**config.mk**
```make
export PLATFORM = sky130hd
export DESIGN_NAME = wave_addr_gen
export DESIGN_NICKNAME = d
export VERILOG_FILES = /design/src/rtl/wave_pkg.sv /design/src/rtl/wave_next_offset.sv /design/src/rtl/wave_addr_gen.sv
export SDC_FILE = /design/constraint.sdc
export NUM_CORES = 1
export LEC_CHECK = 0
export ABC_AREA = 1
export BUFFER_PORTS_ARGS = -buffer_cell sky130_fd_sc_hd__buf_2
export CAP_MARGIN = 15
export CORE_MARGIN = 1
export CORE_UTILIZATION = 35
export DETAILED_ROUTE_END_ITERATION = 10
export GPL_TIMING_DRIVEN = 1
export HOLD_SLACK_MARGIN = 0.1
export SLEW_MARGIN = 15
export SYNTH_ARGS = -nofsm -noshare
export SYNTH_HDL_FRONTEND = slang
export SYNTH_HIERARCHICAL = 1
export SYNTH_SLANG_ARGS = --single-unit
```
**constraint.sdc**
```tcl
create_clock -name clk -period 5 [get_ports clk]
set_clock_uncertainty 0.15 [all_clocks]
set_input_delay 0.75 -clock clk [delete_from_list [all_inputs] [get_ports clk]]
set_output_delay 0.75 -clock clk [all_outputs]
set_load 0.1 [all_outputs]
```
**src/rtl/wave_pkg.sv**
```systemverilog
// wave_pkg: mode and state encodings shared by the wave address generator
package wave_pkg;
  localparam logic [1:0] MODE_ONESHOT  = 2'b00;
  localparam logic [1:0] MODE_LOOP     = 2'b01;
  localparam logic [1:0] MODE_PINGPONG = 2'b10;
  typedef enum logic [1:0] {ST_IDLE = 2'd0, ST_RUN = 2'd1, ST_DONE = 2'd2} state_e;
endpackage

```
**src/rtl/wave_next_offset.sv**
```systemverilog
// wave_next_offset: combinational next offset/direction plus wrap and one-shot end flags
// ports: off_i/dir_i current position, step_i nonzero increment, last_i final offset L,
//        mode_i sweep mode; off_o/dir_o next position, wrap_o wrap/flip, end_o one-shot finished
module wave_next_offset import wave_pkg::*; #(
  parameter int LEN_W  = 10,
  parameter int STEP_W = 4
) (
  input  logic [LEN_W-1:0]  off_i,
  input  logic              dir_i,
  input  logic [STEP_W-1:0] step_i,
  input  logic [LEN_W-1:0]  last_i,
  input  logic [1:0]        mode_i,
  output logic [LEN_W-1:0]  off_o,
  output logic              dir_o,
  output logic              wrap_o,
  output logic              end_o
);
  logic [LEN_W:0] stp, sum;
  assign stp = (LEN_W+1)'(step_i);
  // one extra bit so offset+step past the top of the offset range cannot alias below L
  assign sum = {1'b0, off_i} + stp;
  always_comb begin
    off_o  = off_i;
    dir_o  = dir_i;
    wrap_o = 1'b0;
    end_o  = 1'b0;
    if (dir_i) begin
      dir_o  = {1'b0, off_i} > stp;
      off_o  = dir_o ? off_i - LEN_W'(step_i) : '0;
      wrap_o = !dir_o;
    end else if (sum <= {1'b0, last_i}) off_o = sum[LEN_W-1:0];
    else if (mode_i == MODE_ONESHOT) end_o = 1'b1;
    else if (mode_i == MODE_PINGPONG && off_i != last_i) off_o = last_i;
    else if (mode_i == MODE_PINGPONG) begin
      dir_o  = 1'b1;
      wrap_o = 1'b1;
      off_o  = {1'b0, last_i} > stp ? last_i - LEN_W'(step_i) : '0;
    end else begin
      off_o  = '0;
      wrap_o = 1'b1;
    end
  end
endmodule

```
**src/rtl/wave_addr_gen.sv**
```systemverilog
// wave_addr_gen: tick-driven address sweep over beg_addr+[0..L] in one-shot, loop or ping-pong mode
// ports: clk, reset (sync, active high), enable (low forces idle), start (latch config, begin),
//        tick (advance), beg_addr/last_off/step/mode config; out_addr, busy, done, wrap status
module wave_addr_gen import wave_pkg::*; #(
  parameter int ADDR_W = 16,
  parameter int LEN_W  = 10,
  parameter int STEP_W = 4
) (
  input  logic              clk,
  input  logic              reset,
  input  logic              enable,
  input  logic              start,
  input  logic              tick,
  input  logic [ADDR_W-1:0] beg_addr,
  input  logic [LEN_W-1:0]  last_off,
  input  logic [STEP_W-1:0] step,
  input  logic [1:0]        mode,
  output logic [ADDR_W-1:0] out_addr,
  output logic              busy,
  output logic              done,
  output logic              wrap
);
  state_e state_q, state_d;
  logic [ADDR_W-1:0] beg_q, beg_d, addr_q, addr_d;
  logic [LEN_W-1:0]  last_q, last_d, off_q, off_d, nx_off;
  logic [STEP_W-1:0] step_q, step_d;
  logic [1:0]        mode_q, mode_d;
  logic              dir_q, dir_d, wrap_q, wrap_d, nx_dir, nx_wrap, nx_end;
  wave_next_offset #(.LEN_W(LEN_W), .STEP_W(STEP_W)) u_next (
    .off_i(off_q), .dir_i(dir_q), .step_i(step_q), .last_i(last_q), .mode_i(mode_q),
    .off_o(nx_off), .dir_o(nx_dir), .wrap_o(nx_wrap), .end_o(nx_end)
  );
  always_comb begin
    state_d = state_q;
    beg_d   = beg_q;
    last_d  = last_q;
    step_d  = step_q;
    mode_d  = mode_q;
    off_d   = off_q;
    dir_d   = dir_q;
    addr_d  = addr_q;
    wrap_d  = 1'b0;
    if (!enable) begin
      state_d = ST_IDLE;
      off_d   = '0;
      dir_d   = 1'b0;
      addr_d  = '0;
    end else if (start) begin
      state_d = ST_RUN;
      beg_d   = beg_addr;
      last_d  = last_off;
      step_d  = step == '0 ? STEP_W'(1) : step;
      mode_d  = mode == 2'b11 ? MODE_LOOP : mode;
      off_d   = '0;
      dir_d   = 1'b0;
      addr_d  = beg_addr;
    end else if (state_q == ST_RUN && tick) begin
      state_d = nx_end ? ST_DONE : ST_RUN;
      off_d   = nx_off;
      dir_d   = nx_dir;
      wrap_d  = nx_wrap;
      addr_d  = beg_q + ADDR_W'(nx_off);
    end
  end
  always_ff @(posedge clk) begin
    if (reset) begin
      state_q <= ST_IDLE;
      beg_q   <= '0;
      last_q  <= '0;
      step_q  <= '0;
      mode_q  <= '0;
      off_q   <= '0;
      dir_q   <= 1'b0;
      addr_q  <= '0;
      wrap_q  <= 1'b0;
    end else begin
      state_q <= state_d;
      beg_q   <= beg_d;
      last_q  <= last_d;
      step_q  <= step_d;
      mode_q  <= mode_d;
      off_q   <= off_d;
      dir_q   <= dir_d;
      addr_q  <= addr_d;
      wrap_q  <= wrap_d;
    end
  end
  assign out_addr = addr_q;
  assign busy     = state_q == ST_RUN;
  assign done     = state_q == ST_DONE;
  assign wrap     = wrap_q;
endmodule

```
; ---- Word-level counts from Yosys, hierarchy flattened
; Cells that the tools add are included.
[word_totals]
register_bits = 62
wordCells = 60
[classes]
magnitude_cmp = 3
bitwise = 2
reduce_logical = 10
addsub = 4
n_eq_ne = 5
muxes = 26
[ops]
columns = cell, n
row1 = 2-to-1 mux 10 bit, 7
row2 = 2-to-1 mux 16 bit, 2
row3 = greater-than comparator 10 x 4 -> 1 bit, 2
row4 = subtractor 10 x 4 -> 10 bit, 2
row5 = adder 16 x 10 -> 16 bit, 1
row6 = 2-to-1 mux 1 bit, 14
row7 = adder 10 x 4 -> 11 bit, 1
row8 = less-or-equal comparator 11 x 10 -> 1 bit, 1
row9 = != test 10 bit, 1
row10 = "== test 2 bit, second input constant", 3
row11 = zero test 4 bit, 1
row12 = 2-to-1 mux 2 bit, 2
row13 = 2-to-1 mux 4 bit, 1
row14 = OR reduction 4 bit, 1
row15 = OR reduction 3 bit, 1
row16 = "== test 2 x 1 -> 1 bit, second input constant", 1
row17 = logical AND 1 bit, 2
row18 = zero test 2 bit, 1
row19 = NOT 1 bit, 2
row20 = AND reduction 2 bit, 1
row21 = nonzero test 2 bit, 1
row22 = OR reduction 2 bit, 1
row23 = zero test 1 bit, 1

; ---- Depth between registers and ports, before layout
; Gate-level depths: netlist of run 1.
[logic_depth]
depth_word = 10
depth_mapped = 35
mapped_depth_nobuf = 33

; ---- Modules after synthesis
; The synthesis of run 1 kept the hierarchy.
[by_module_without_submodules]
columns = module, cells_per_inst, area_per_inst_um2, n_inst
row1 = wave_addr_gen, 429, 3094.2, 1
row2 = wave_next_offset, 353, 1941.9, 1

; ---- Worst setup path before layout of run 1
; OpenSTA, ideal clock, no wires.
[synth_timing]
path_type = reg-to-reg
start = register off_q[0]
end = register addr_q[6], in the netlist out_addr[6]
path_stages_with_launch = 28
setup_ns = 0.120
synth_period_minus_slack_ns = 4.119
arrival_ns = 3.848
setup_slack_ns = 0.881
required_ns = 4.730
n_path_buf = 1
cell_sequence = dfxtp_1 ha_1 inv_1 fa_1 o21ai_2 nand2_2 nor2_4 xor2_1 ha_1 a21o_1 nor2_1 nand2_1 nand2_1 nand2_1 nand2_1 nand2_2 buf_6 nand3_1 nand2_1 ha_1 fa_1 nand2_1 nand2_1 nand3b_1 nand2_1 xor2_1 a21oi_1 nor2_1
[synth_between]
elab_chain_cells = 9
word_cells_on_any_way = 14
cone_classes = add/sub (3) / order compare (2) / eq/ne (1) / mux (7) / reduce/logical (1)
[synth_rtl]
columns = item, line
row1 = start: declaration, wave_addr_gen.sv:25  ; logic [LEN_W-1:0] last_q, last_d, off_q, off_d, nx_off;
row2 = start signal: assignment, wave_addr_gen.sv:72  ; off_q <= '0;
row3 = start signal: assignment, wave_addr_gen.sv:82  ; off_q <= off_d;
row4 = "parallel branches: the longest is 5 deep, another holds adder 10 x 4 -> 11 bit", n/a
row5 = 2-to-1 mux 10 bit *, wave_next_offset.sv:27  ; if (dir_i) begin
row6 = net nx_off[0], wave_addr_gen.sv:25
row7 = adder 16 x 10 -> 16 bit *, wave_addr_gen.sv:62  ; addr_d = beg_q + ADDR_W'(nx_off);
row8 = 2-to-1 mux 16 bit *, wave_addr_gen.sv:57  ; end else if (state_q == ST_RUN && tick) begin
row9 = 2-to-1 mux 16 bit *, wave_addr_gen.sv:48  ; end else if (start) begin
row10 = end signal: assignment, wave_addr_gen.sv:84  ; addr_q <= addr_d;
row11 = end: declaration, wave_addr_gen.sv:24  ; logic [ADDR_W-1:0] beg_q, beg_d, addr_q, addr_d;
; Mark *: on every way through the listed nets, which the timed path passes. The select of a mux whose other input is x is not followed.
; A chain may end at the register's enable or synchronous reset.

; ---- Worst setup path after layout of run 1
[layout_timing]
start = register off_q[0]
end = register addr_q[10], in the netlist out_addr[10]
; Same word-level chain as after synthesis.

==> impl_metrics.py, run 1 <==
metrics = {
    "pwr": {
        "peakVddDrop_v": 0.000120,
        "p_per_area_nw_per_um2": 270,
        "combPwrFrac": 0.276,
        "net-switching-power_uw": 534,
        "switching_share": 0.346,
        "p_clk_frac": 0.375,
        "pwr-share-seq": 0.349,
        "internal_power_uw": 1010,
        "p_leak_uw": 0.00287,
    },
    "grt": {
        "gr-total-overflow": 0,
        "antenna_found_initial": 0,
        "grt_pass1_wl_um": 22700,
        "use_met3": 0.0295,
        "use_met2": 0.321,
        "grt_busiest_layer": "met2",
        "grtUsageTotal": 0.197,
        "grt_util_met1": 0.266,
        "grt_pass1_vias": 4471,
        "grt_max_degree": 35,
    },
    "finish": {
        "nets": 902,
        "most-common-layout-cells": "nand2_1, inv_1, nor2_1",
        "area_delta_synth_final_pct": 13.7,
        "drive_gt1_frac": 0.166,
        "design_area_um2": 5730,
        "ff_latch_area_um2": 1240,
        "multi_input_area_um2": 3230,
        "fillers": 1480,
        "antenna_cells": 0,
        "layout_commonest_cell": "nand2_1",
    },
    "timing": {
        "final_hold_viol_count": 0,
        "finalCriticalPeriod_ns": 4.60,
        "tightest_slew_ns": 0.874,
        "slew_viol_final": 0,
        "setup_ws_ns": 0.399,
        "timing.hold.ws_ns": 0.313,
        "period_share": 0.920,
        "slew_headroom": 0.415,
        "setup_viol": 0,
        "fin_tns_setup_ns": 0,
        "fmax_mhz": 217,
    },
    "clock_network": {
        "clockBufferDepth": 2,
        "holdBufCountCts": 0,
        "cts_root_buf": "clkbuf_16",
        "htree_levels": 3,
        "clkTransAtPathRegs_ns": 0.05,
        "clk_latency_ns": 0.33,
        "clkSinkCount": 62,
        "cts_setup_buffers": 0,
        "cts_buffers": 9,
        "cts_tree": "yes",
    },
    "setup_path": {
        "reg2reg_slack_ns": 0.40,
        "cp.arrival_ns": 4.71,
        "path_delay_family": "simple AND/OR/NAND/NOR gates",
        "cp.required_ns": 5.11,
        "reg2regPathDepth": 29,
        "cp-end-kind": "flip-flop",
        "worstReg2RegEnd": "out_addr[10]",
        "worst-path-buf-inv": 3,
        "worst_path_most_repeated_cell": "nand2_1",
        "critical_path.slowest_cell": "fa_1",
        "reg2reg_from": "off_q[0]",
        "startpoint_type": "flip-flop",
        "setup.worst_path.start": "off_q[0]",
        "path_max_fanout": 11,
        "critPathMaxStageDelay_ns": 0.46,
        "path_class": "flip-flop to flip-flop",
    },
    "synth": {
        "ys_ff_latch": 62,
        "synth_edf_count": 0,
        "yosysSeqAreaShare": 0.246,
        "async_flop_share": 0,
        "synth_area_leader_cell": "dfxtp_1",
        "synth.distinct_cells": 47,
        "synthFlopType": "dfxtp_1",
        "syn_avg_cell_area_um2": 6.44,
        "synth_area_leaders": "dfxtp_1, nand2_1, ha_1",
        "ys.warnings.count": 6,
        "syn_inst": 782,
        "synthDominantCellAreaShare": 0.246,
        "synth_fp_nets": 855,
        "syn_area_um2": 5040,
    },
    "drt": {
        "post_drt_wl_per_cell_um": 13.6,
        "vias_per_cell": 4.89,
        "via_count": 4953,
        "routed_wl_um": 13800,
        "firstDrtPassIters": 5,
        "drt_iter0_markers": 280,
        "ant_nets": 0,
        "route.detailed.drc": 0,
    },
    "worst_hold_path": {
        "hold_path.class": "flip-flop to flip-flop",
        "hold_depth": 2,
        "holdCritStartpoint": "out_addr[2]",
        "hold_end": "out_addr[2]",
    },
    "placement": {
        "port_buffers": 55,
        "hpwlAfterDp_um": 10800,
        "dp_slack_ns": 0.195,
        "gp_congestion": 0.863,
        "place_area_um2": 5420,
    },
    "die": {
        "rows": 43,
        "fp.dieH_um": 122,
        "die-area_um2": 14900,
        "boundaryPins": 56,
        "core_area_um2": 13900,
        "initial_core_util": 0.361,
        "die_w_um": 122,
    },
    "job": {
        "cap_violations": 0,
    },
    "outcome": {
        "status": "finished, final reports clean",
    },
}
[metal layers]
metal | routed length [µm] | vias to the layer above | share of wire
met5 | 0 | - | 0
met4 | 227 | 0 | 0.016
met3 | 451 | 20 | 0.033
met2 | 6400 | 87 | 0.47
met1 | 6680 | 2242 | 0.49
li1 | - | 2604 | -
[synthesized netlist by cell type, types with 7 or more instances]
master and count:
clkbuf_1 7, o21ai_0 31, nor2_1 77, ha_1 32, nand3_1 39, inv_1 90, inv_2 18, a21oi_1 44
nand2_2 7, buf_2 13, o21ai_1 15, nand2_1 221, a21oi_2 7, nand4_1 21, xor2_1 24, dfxtp_1 62
[registers in the layout, summed over array words and instances (netlist names)]
signal and count:
beg_q 16, out_addr 16, last_q 10, off_q 10
step_q 4, mode_q 2, state_q 2, dir_q 1
wrap 1
[final cells by class]
| type | count | share of cell area |
|---|---|---|
| clock buffer | 12 | 0.0448 |
| timing repair buffer | 60 | 0.0546 |
| clock inverter | 3 | 0.00349 |
| sequential | 62 | 0.217 |
| tap | 180 | 0.0393 |
| inverter | 114 | 0.0765 |
| multi-input combinational | 582 | 0.564 |
[power groups by stage]
stage                     Sequential, µW  Clock, µW  Combinational, µW
after detailed placement             550          0                417
after CTS                            540        594                419
after floorplan                      575          0                298
after global routing                 543        621                476
final                                540        580                426
after global placement               550          0                418
[repair_timing]
| action | in CTS | in global routing |
|---|---|---|
| endpoints found under the setup margin | 0 | 12 |
| endpoints found under the hold margin | 0 | 0 |
| resized for setup | 0 | 6 |
[tightest hold or removal path: stages, from the launching register on]
cell	delay (ns)
dfxtp_1	0.31
nand2_1	0.06
a21oi_1	0.05
[cell families after synthesis]
| family | count (synthesis) | synth area share |
|---|---|---|
| adders and majority gates | 36 | 0.0954 |
| and+or+nand+nor | 397 | 0.355 |
| DFF | 62 | 0.246 |
| xor gates and xnor gates | 25 | 0.0435 |
| AOI/OAI and AO/OA | 123 | 0.143 |
| buffers and inverters | 139 | 0.117 |
[through the flow]
stage | util | power, µW | std cells
6_report | 0.411 | 1550 | 1013
5_1_grt | 0.411 | 1640 | 1013
4_1_cts | 0.409 | 1550 | 1012
3_5_place_dp | 0.389 | 967 | 997
3_3_place_gp | 0.389 | 968 | 997
2_1_floorplan | - | 873 | 782
[how the worst max path moves through the flow]
stage / to / slack [ns] / cells past startpoint
after CTS: out_addr[10] / 0.17 / 29
after global routing: out_addr[14] / -0.006 / 29
final: out_addr[10] / 0.40 / 29
after global placement: out_addr[6] / 0.25 / 27
after floorplan: out_addr[6] / 0.88 / 27
after detailed placement: out_addr[6] / 0.19 / 27
Note: power is estimated with default switching activity, not from simulation.
==> run 2, diff against run 1 <==
--- a/config.mk
+++ b/config.mk
@@ -16,5 +16,4 @@
 export SLEW_MARGIN = 15
 export SYNTH_ARGS = -nofsm -noshare
 export SYNTH_HDL_FRONTEND = slang
-export SYNTH_HIERARCHICAL = 1
 export SYNTH_SLANG_ARGS = --single-unit
==> run 2 against run 1 <==
Against the previous run:
- register-to-register slack lost 0.06 ns
- sequential power is essentially flat
- global-route usage grew 1.5 points
- maximum frequency shrank 1.4%
- design area grew 3.3%
- core utilization grew 3.0 points
- total power grew 13%
- clock power grew 18%
- count of clock-buffer cells in the layout shrank 3
- critical path depth grew 6
- combinational power grew 23%
- critical path type unchanged
- critical endpoint unchanged
==> impl_metrics.py, run 2 <==
metrics = {
    "pwr": {
        "p_leak_uw": 0.00296,
        "combPwrFrac": 0.300,
        "p_clk_frac": 0.392,
        "switching_share": 0.344,
        "pwr-share-seq": 0.308,
        "net-switching-power_uw": 600,
        "internal_power_uw": 1150,
        "peakVddDrop_v": 0.000166,
        "p_per_area_nw_per_um2": 295,
    },
    "placement": {
        "dp_slack_ns": 0.144,
        "hpwlAfterDp_um": 11200,
        "gp_congestion": 0.943,
        "port_buffers": 55,
        "place_area_um2": 5370,
    },
    "synth": {
        "synth_fp_nets": 832,
        "synth_area_leaders": "dfxtp_1, nand2_1, ha_1",
        "ys.warnings.count": 0,
        "synth_area_leader_cell": "dfxtp_1",
        "synth.distinct_cells": 46,
        "synthFlopType": "dfxtp_1",
        "syn_inst": 759,
        "yosysSeqAreaShare": 0.256,
        "ys_ff_latch": 62,
        "syn_area_um2": 4860,
        "synthDominantCellAreaShare": 0.256,
        "synthTopCellsByCount": "nand2_1, inv_1, nor2_1, dfxtp_1, nand3_1",
        "synth_edf_count": 0,
        "syn_avg_cell_area_um2": 6.40,
        "async_flop_share": 0,
        "yosysMostFrequentCell": "nand2_1",
    },
    "outcome": {
        "status": "finished, final reports clean",
    },
    "setup_path": {
        "path_max_fanout": 13,
        "cp-end-kind": "flip-flop",
        "worst-path-buf-inv": 6,
        "critPathMaxStageDelay_ns": 0.42,
        "path_class": "flip-flop to flip-flop",
        "path_delay_family": "simple AND/OR/NAND/NOR gates",
        "startpoint_type": "flip-flop",
        "cp.required_ns": 5.10,
        "critical_path.slowest_cell": "fa_2",
        "cp.arrival_ns": 4.77,
        "worst_path_most_repeated_cell": "nand2_1",
    },
    "drt": {
        "route.detailed.drc": 0,
        "routed_wl_um": 14600,
        "drt_iter0_markers": 255,
        "firstDrtPassIters": 5,
        "via_count": 5004,
        "post_drt_wl_per_cell_um": 14.5,
        "ant_nets": 0,
        "vias_per_cell": 5.00,
    },
    "timing": {
        "final_hold_viol_count": 0,
        "setup_viol": 0,
        "finalCriticalPeriod_ns": 4.67,
        "fin_tns_setup_ns": 0,
        "slew_viol_final": 0,
        "tightest_slew_ns": 1.10,
        "setup_ws_ns": 0.335,
        "slew_headroom": 0.263,
        "fmax_mhz": 214,
        "period_share": 0.933,
    },
    "clock_network": {
        "cts_buffers": 9,
        "clk_latency_ns": 0.33,
        "cts_root_buf": "clkbuf_16",
        "clkSinkCount": 62,
        "holdBufCountCts": 0,
        "clkTransAtPathRegs_ns": 0.06,
        "htree_levels": 3,
        "cts_tree": "yes",
        "clockBufferDepth": 2,
    },
    "grt": {
        "grt_pass1_vias": 4832,
        "antenna_found_initial": 0,
        "grt_pass1_wl_um": 24100,
        "grtUsageTotal": 0.211,
        "gr-total-overflow": 0,
        "grt_max_degree": 46,
    },
    "die": {
        "boundaryPins": 56,
        "core_area_um2": 13400,
        "die_w_um": 120,
        "initial_core_util": 0.362,
        "rows": 42,
        "die-area_um2": 14400,
        "fp.dieH_um": 120,
    },
    "finish": {
        "antenna_cells": 0,
        "design_area_um2": 5910,
        "fillers": 1381,
        "area_delta_synth_final_pct": 21.8,
        "fin_util": 0.441,
        "drive_gt1_frac": 0.192,
        "layout_commonest_cell": "nand2_1",
        "nets": 893,
        "most-common-layout-cells": "nand2_1, inv_1, nor2_1",
    },
    "worst_hold_path": {
        "hold_path.class": "flip-flop to flip-flop",
    },
    "job": {
        "cap_violations": 0,
    },
}
-- run 2: timing repair --
item | 4_1_cts | 5_1_grt
buffers inserted | 0 | 1
endpoints found under the setup margin | 0 | 12
resized for setup | 0 | 44
-- run 2: power groups by stage --
stage                     Combinational (µW)  Sequential [µW]  Clock (µW)
after detailed placement                 467              547           0
after global routing                     588              542         709
final                                    524              539         685
after global placement                   467              547           0
after CTS                                470              536         691
after floorplan                          320              573           0
-- run 2: path summary, 6_finish.rpt --
check              startpoint            to  slack, ns  depth (start not counted)
hold reg to reg   out_addr[0]   out_addr[0]       0.32                          2
setup / recovery    step_q[0]  out_addr[10]       0.33                         35
setup reg to reg    step_q[0]  out_addr[10]       0.33                         35
hold / removal    out_addr[0]   out_addr[0]       0.32                          2
-- run 2: cell families after synthesis --
kind of cell | after synthesis | share of synthesized area
flops | 62 | 0.256
xor+xnor | 29 | 0.0523
fa+ha+maj | 36 | 0.0989
buf+inv | 117 | 0.0974
compound gates | 128 | 0.150
simple gates | 387 | 0.346
-- run 2: cell type report --
| class | instances | area (µm²) | area share |
|---|---|---|---|
| clock buffers | 9 | 225 | 0.0381 |
| clock inverters | 7 | 97.6 | 0.0165 |
| flip-flops and latches | 62 | 1240 | 0.210 |
| repair buffers | 73 | 423 | 0.0715 |
| well taps | 176 | 220 | 0.0372 |
| multi-input cells | 580 | 3350 | 0.567 |
| inverters | 94 | 353 | 0.0597 |
-- run 2: per-layer routing --
| metal | global-route usage | wire length, µm | up-vias | part of all wire |
|---|---|---|---|---|
| met5 | 0 | 0 | - | 0 |
| met4 | 0.0703 | 306 | 0 | 0.021 |
| met3 | 0.0266 | 623 | 23 | 0.043 |
| met2 | 0.345 | 6600 | 115 | 0.45 |
| met1 | 0.287 | 7030 | 2286 | 0.48 |
| li1 | - | - | 2580 | - |
-- run 2: per-stage QoR --
stage / instances / power (µW) / hold WS [ns]
after global routing: 1001 / 1840 / 0.350
after detailed placement: 984 / 1010 / 0.312
after floorplan: 759 / 893 / 0.301
after global placement: 984 / 1010 / 0.310
final: 1001 / 1750 / 0.316
after CTS: 1000 / 1700 / 0.321
-- run 2: tightest hold or removal path: stages, from the launching register on --
cell and delay (ns):
dfxtp_1 0.31, nand2_1 0.06, a21oi_1 0.06
==> run 3, diff against run 2 <==
==> constraint.sdc (replaced) <==
create_clock -name clk -period 4.2 [get_ports clk]
set_clock_uncertainty 0.15 [all_clocks]
set_input_delay 0.63 -clock clk [delete_from_list [all_inputs] [get_ports clk]]
set_output_delay 0.63 -clock clk [all_outputs]
set_load 0.1 [all_outputs]
==> run 3 against run 2 <==
Against the previous run:
- the run now ends with negative setup slack left
- worst hold slack lost 0.0013 ns
- die area stayed put
- clock power is essentially flat
- design area is 16% higher
- sequential power rose by 19%
- non-clock buffer count is 75 higher
==> impl_metrics.py, run 3 (synthesis gave the netlist of run 2 again) <==
metrics = {
    "clock_network": {
        "clk_latency_ns": 0.34,
        "htree_levels": 3,
        "cts_tree": "yes",
        "cts_root_buf": "clkbuf_16",
        "holdBufCountCts": 0,
        "clockBufferDepth": 2,
        "clkSinkCount": 62,
        "cts_buffers": 9,
        "clkTransAtPathRegs_ns": 0.06,
    },
    "timing": {
        "finalCriticalPeriod_ns": 4.38,
        "timing.hold.ws_ns": 0.315,
        "final_hold_viol_count": 0,
        "period_share": 1.04,
        "fin_tns_setup_ns": -1.36,
        "setup_viol": 12,
        "fmax_mhz": 228,
        "tightest_slew_ns": 1.14,
        "slew_viol_final": 0,
        "rsz0062_at_grt": "yes",
        "setup_ws_ns": -0.183,
        "slew_headroom": 0.240,
    },
    "die": {
        "core_area_um2": 13400,
        "die_w_um": 120,
        "fp.dieH_um": 120,
        "boundaryPins": 56,
        "initial_core_util": 0.362,
        "rows": 42,
        "die-area_um2": 14400,
    },
    "grt": {
        "grt_max_degree": 30,
        "grt_pass1_vias": 5069,
        "grtUsageTotal": 0.227,
        "gr-total-overflow": 0,
        "antenna_found_initial": 0,
        "grt_pass1_wl_um": 25400,
    },
    "placement": {
        "port_buffers": 55,
        "placed_cells": 1036,
        "dp_slack_ns": -0.366,
        "gp_congestion": 0.921,
        "hpwlAfterDp_um": 11500,
    },
    "setup_path": {
        "path_class": "flip-flop to flip-flop",
        "reg2reg_slack_ns": -0.18,
        "critPathMaxStageDelay_ns": 0.39,
        "startpoint_type": "flip-flop",
        "cp-end-kind": "flip-flop",
        "cp.arrival_ns": 4.48,
        "worst_path_most_repeated_cell": "nand2_1",
        "critical_path.slowest_cell": "fa_2",
        "setup.worst_path.start": "step_q[0]",
        "reg2reg_from": "step_q[0]",
        "path_max_fanout": 7,
        "cp.required_ns": 4.30,
    },
    "finish": {
        "fin_util": 0.510,
        "drive_gt1_frac": 0.340,
        "area_delta_synth_final_pct": 40.8,
        "fillers": 1337,
        "nets": 970,
        "layout_commonest_cell": "nand2_1",
        "most-common-layout-cells": "nand2_1, buf_4, inv_1",
        "final_cells": 1078,
        "antenna_cells": 0,
    },
    "drt": {
        "drt_iter0_markers": 329,
        "vias_per_cell": 5.01,
        "firstDrtPassIters": 5,
        "via_count": 5399,
        "ant_nets": 0,
        "post_drt_wl_per_cell_um": 14.6,
        "routed_wl_um": 15700,
        "route.detailed.drc": 0,
    },
    "pwr": {
        "peakVddDrop_v": 0.000204,
        "p_per_area_nw_per_um2": 313,
        "p_leak_uw": 0.00341,
    },
    "worst_hold_path": {
        "holdCritStartpoint": "out_addr[0]",
        "hold_path.class": "flip-flop to flip-flop",
    },
    "job": {
        "cap_violations": 0,
    },
    "outcome": {
        "violations": "negative setup slack",
        "status": "finished with violations",
    },
}
[run 3: cell types whose count changed in the layout (fill, tap and decap cells not counted), moves of 4 or more]
cell	before	now
buf_4	17	90
clkinv_1	7	3
clkinv_2	1	6
dfxtp_1	62	58
ha_1	23	16
ha_4	8	15
inv_1	78	71
inv_2	9	18
nand2_1	212	181
nand2_2	11	36
nand2_4	2	7
nand3_1	61	52
nand3_2	7	13
[run 3: area by class of cell]
class / count / area (µm²) / share of cell area
clock buffers: 10 / 229 / 0.0335
clock inverters: 6 / 36.3 / 0.00531
inverters: 94 / 355 / 0.0520
multi-input cells: 582 / 3760 / 0.549
flip-flops and latches: 62 / 1250 / 0.183
well taps: 176 / 220 / 0.0322
repair buffers: 148 / 993 / 0.145
[run 3: timing repair]
item	in CTS	in global routing
endpoints found under the setup margin	15	15
resized for setup	81	43
pin swaps	48	44
gates cloned	2	0
setup buffers	19	6
[run 3: power breakdown]
part | switching [µW] | total, µW | internal (µW)
registers | 27.0 | 642 | 615
clock network | 288 | 685 | 397
logic | 470 | 811 | 341
total | 785 | 2140 | 1350
[run 3: worst max-delay path: cells and delay by family, from the launching register on]
kind | cells | cell delay (ns)
compound gates | 3 | 0.44
xor+xnor | 1 | 0.14
fa+ha+maj | 5 | 1.29
buf+inv | 5 | 0.31
flops | 1 | 0.35
simple gates | 18 | 1.58
[run 3: per-layer routing]
metal / global-route usage / wire length [µm] / up-vias
li1: - / - / 2731
met1: 0.305 / 7440 / 2460
met2: 0.364 / 7110 / 174
met3: 0.0280 / 764 / 34
met4: 0.0961 / 431 / 0
met5: 0 / 0 / -
[run 3: worst paths after layout]
check,to,depth (start not counted)
max,out_addr[8],32
min,out_addr[0],2
max reg2reg,out_addr[8],32
min reg2reg,out_addr[0],2
[run 3: through the flow]
stage	cell area (µm²)	total power, µW
after floorplan	4930	1080
after CTS	6610	2090
after detailed placement	5820	1270
final	6840	2140
after global placement	5820	1270
after global routing	6840	2250
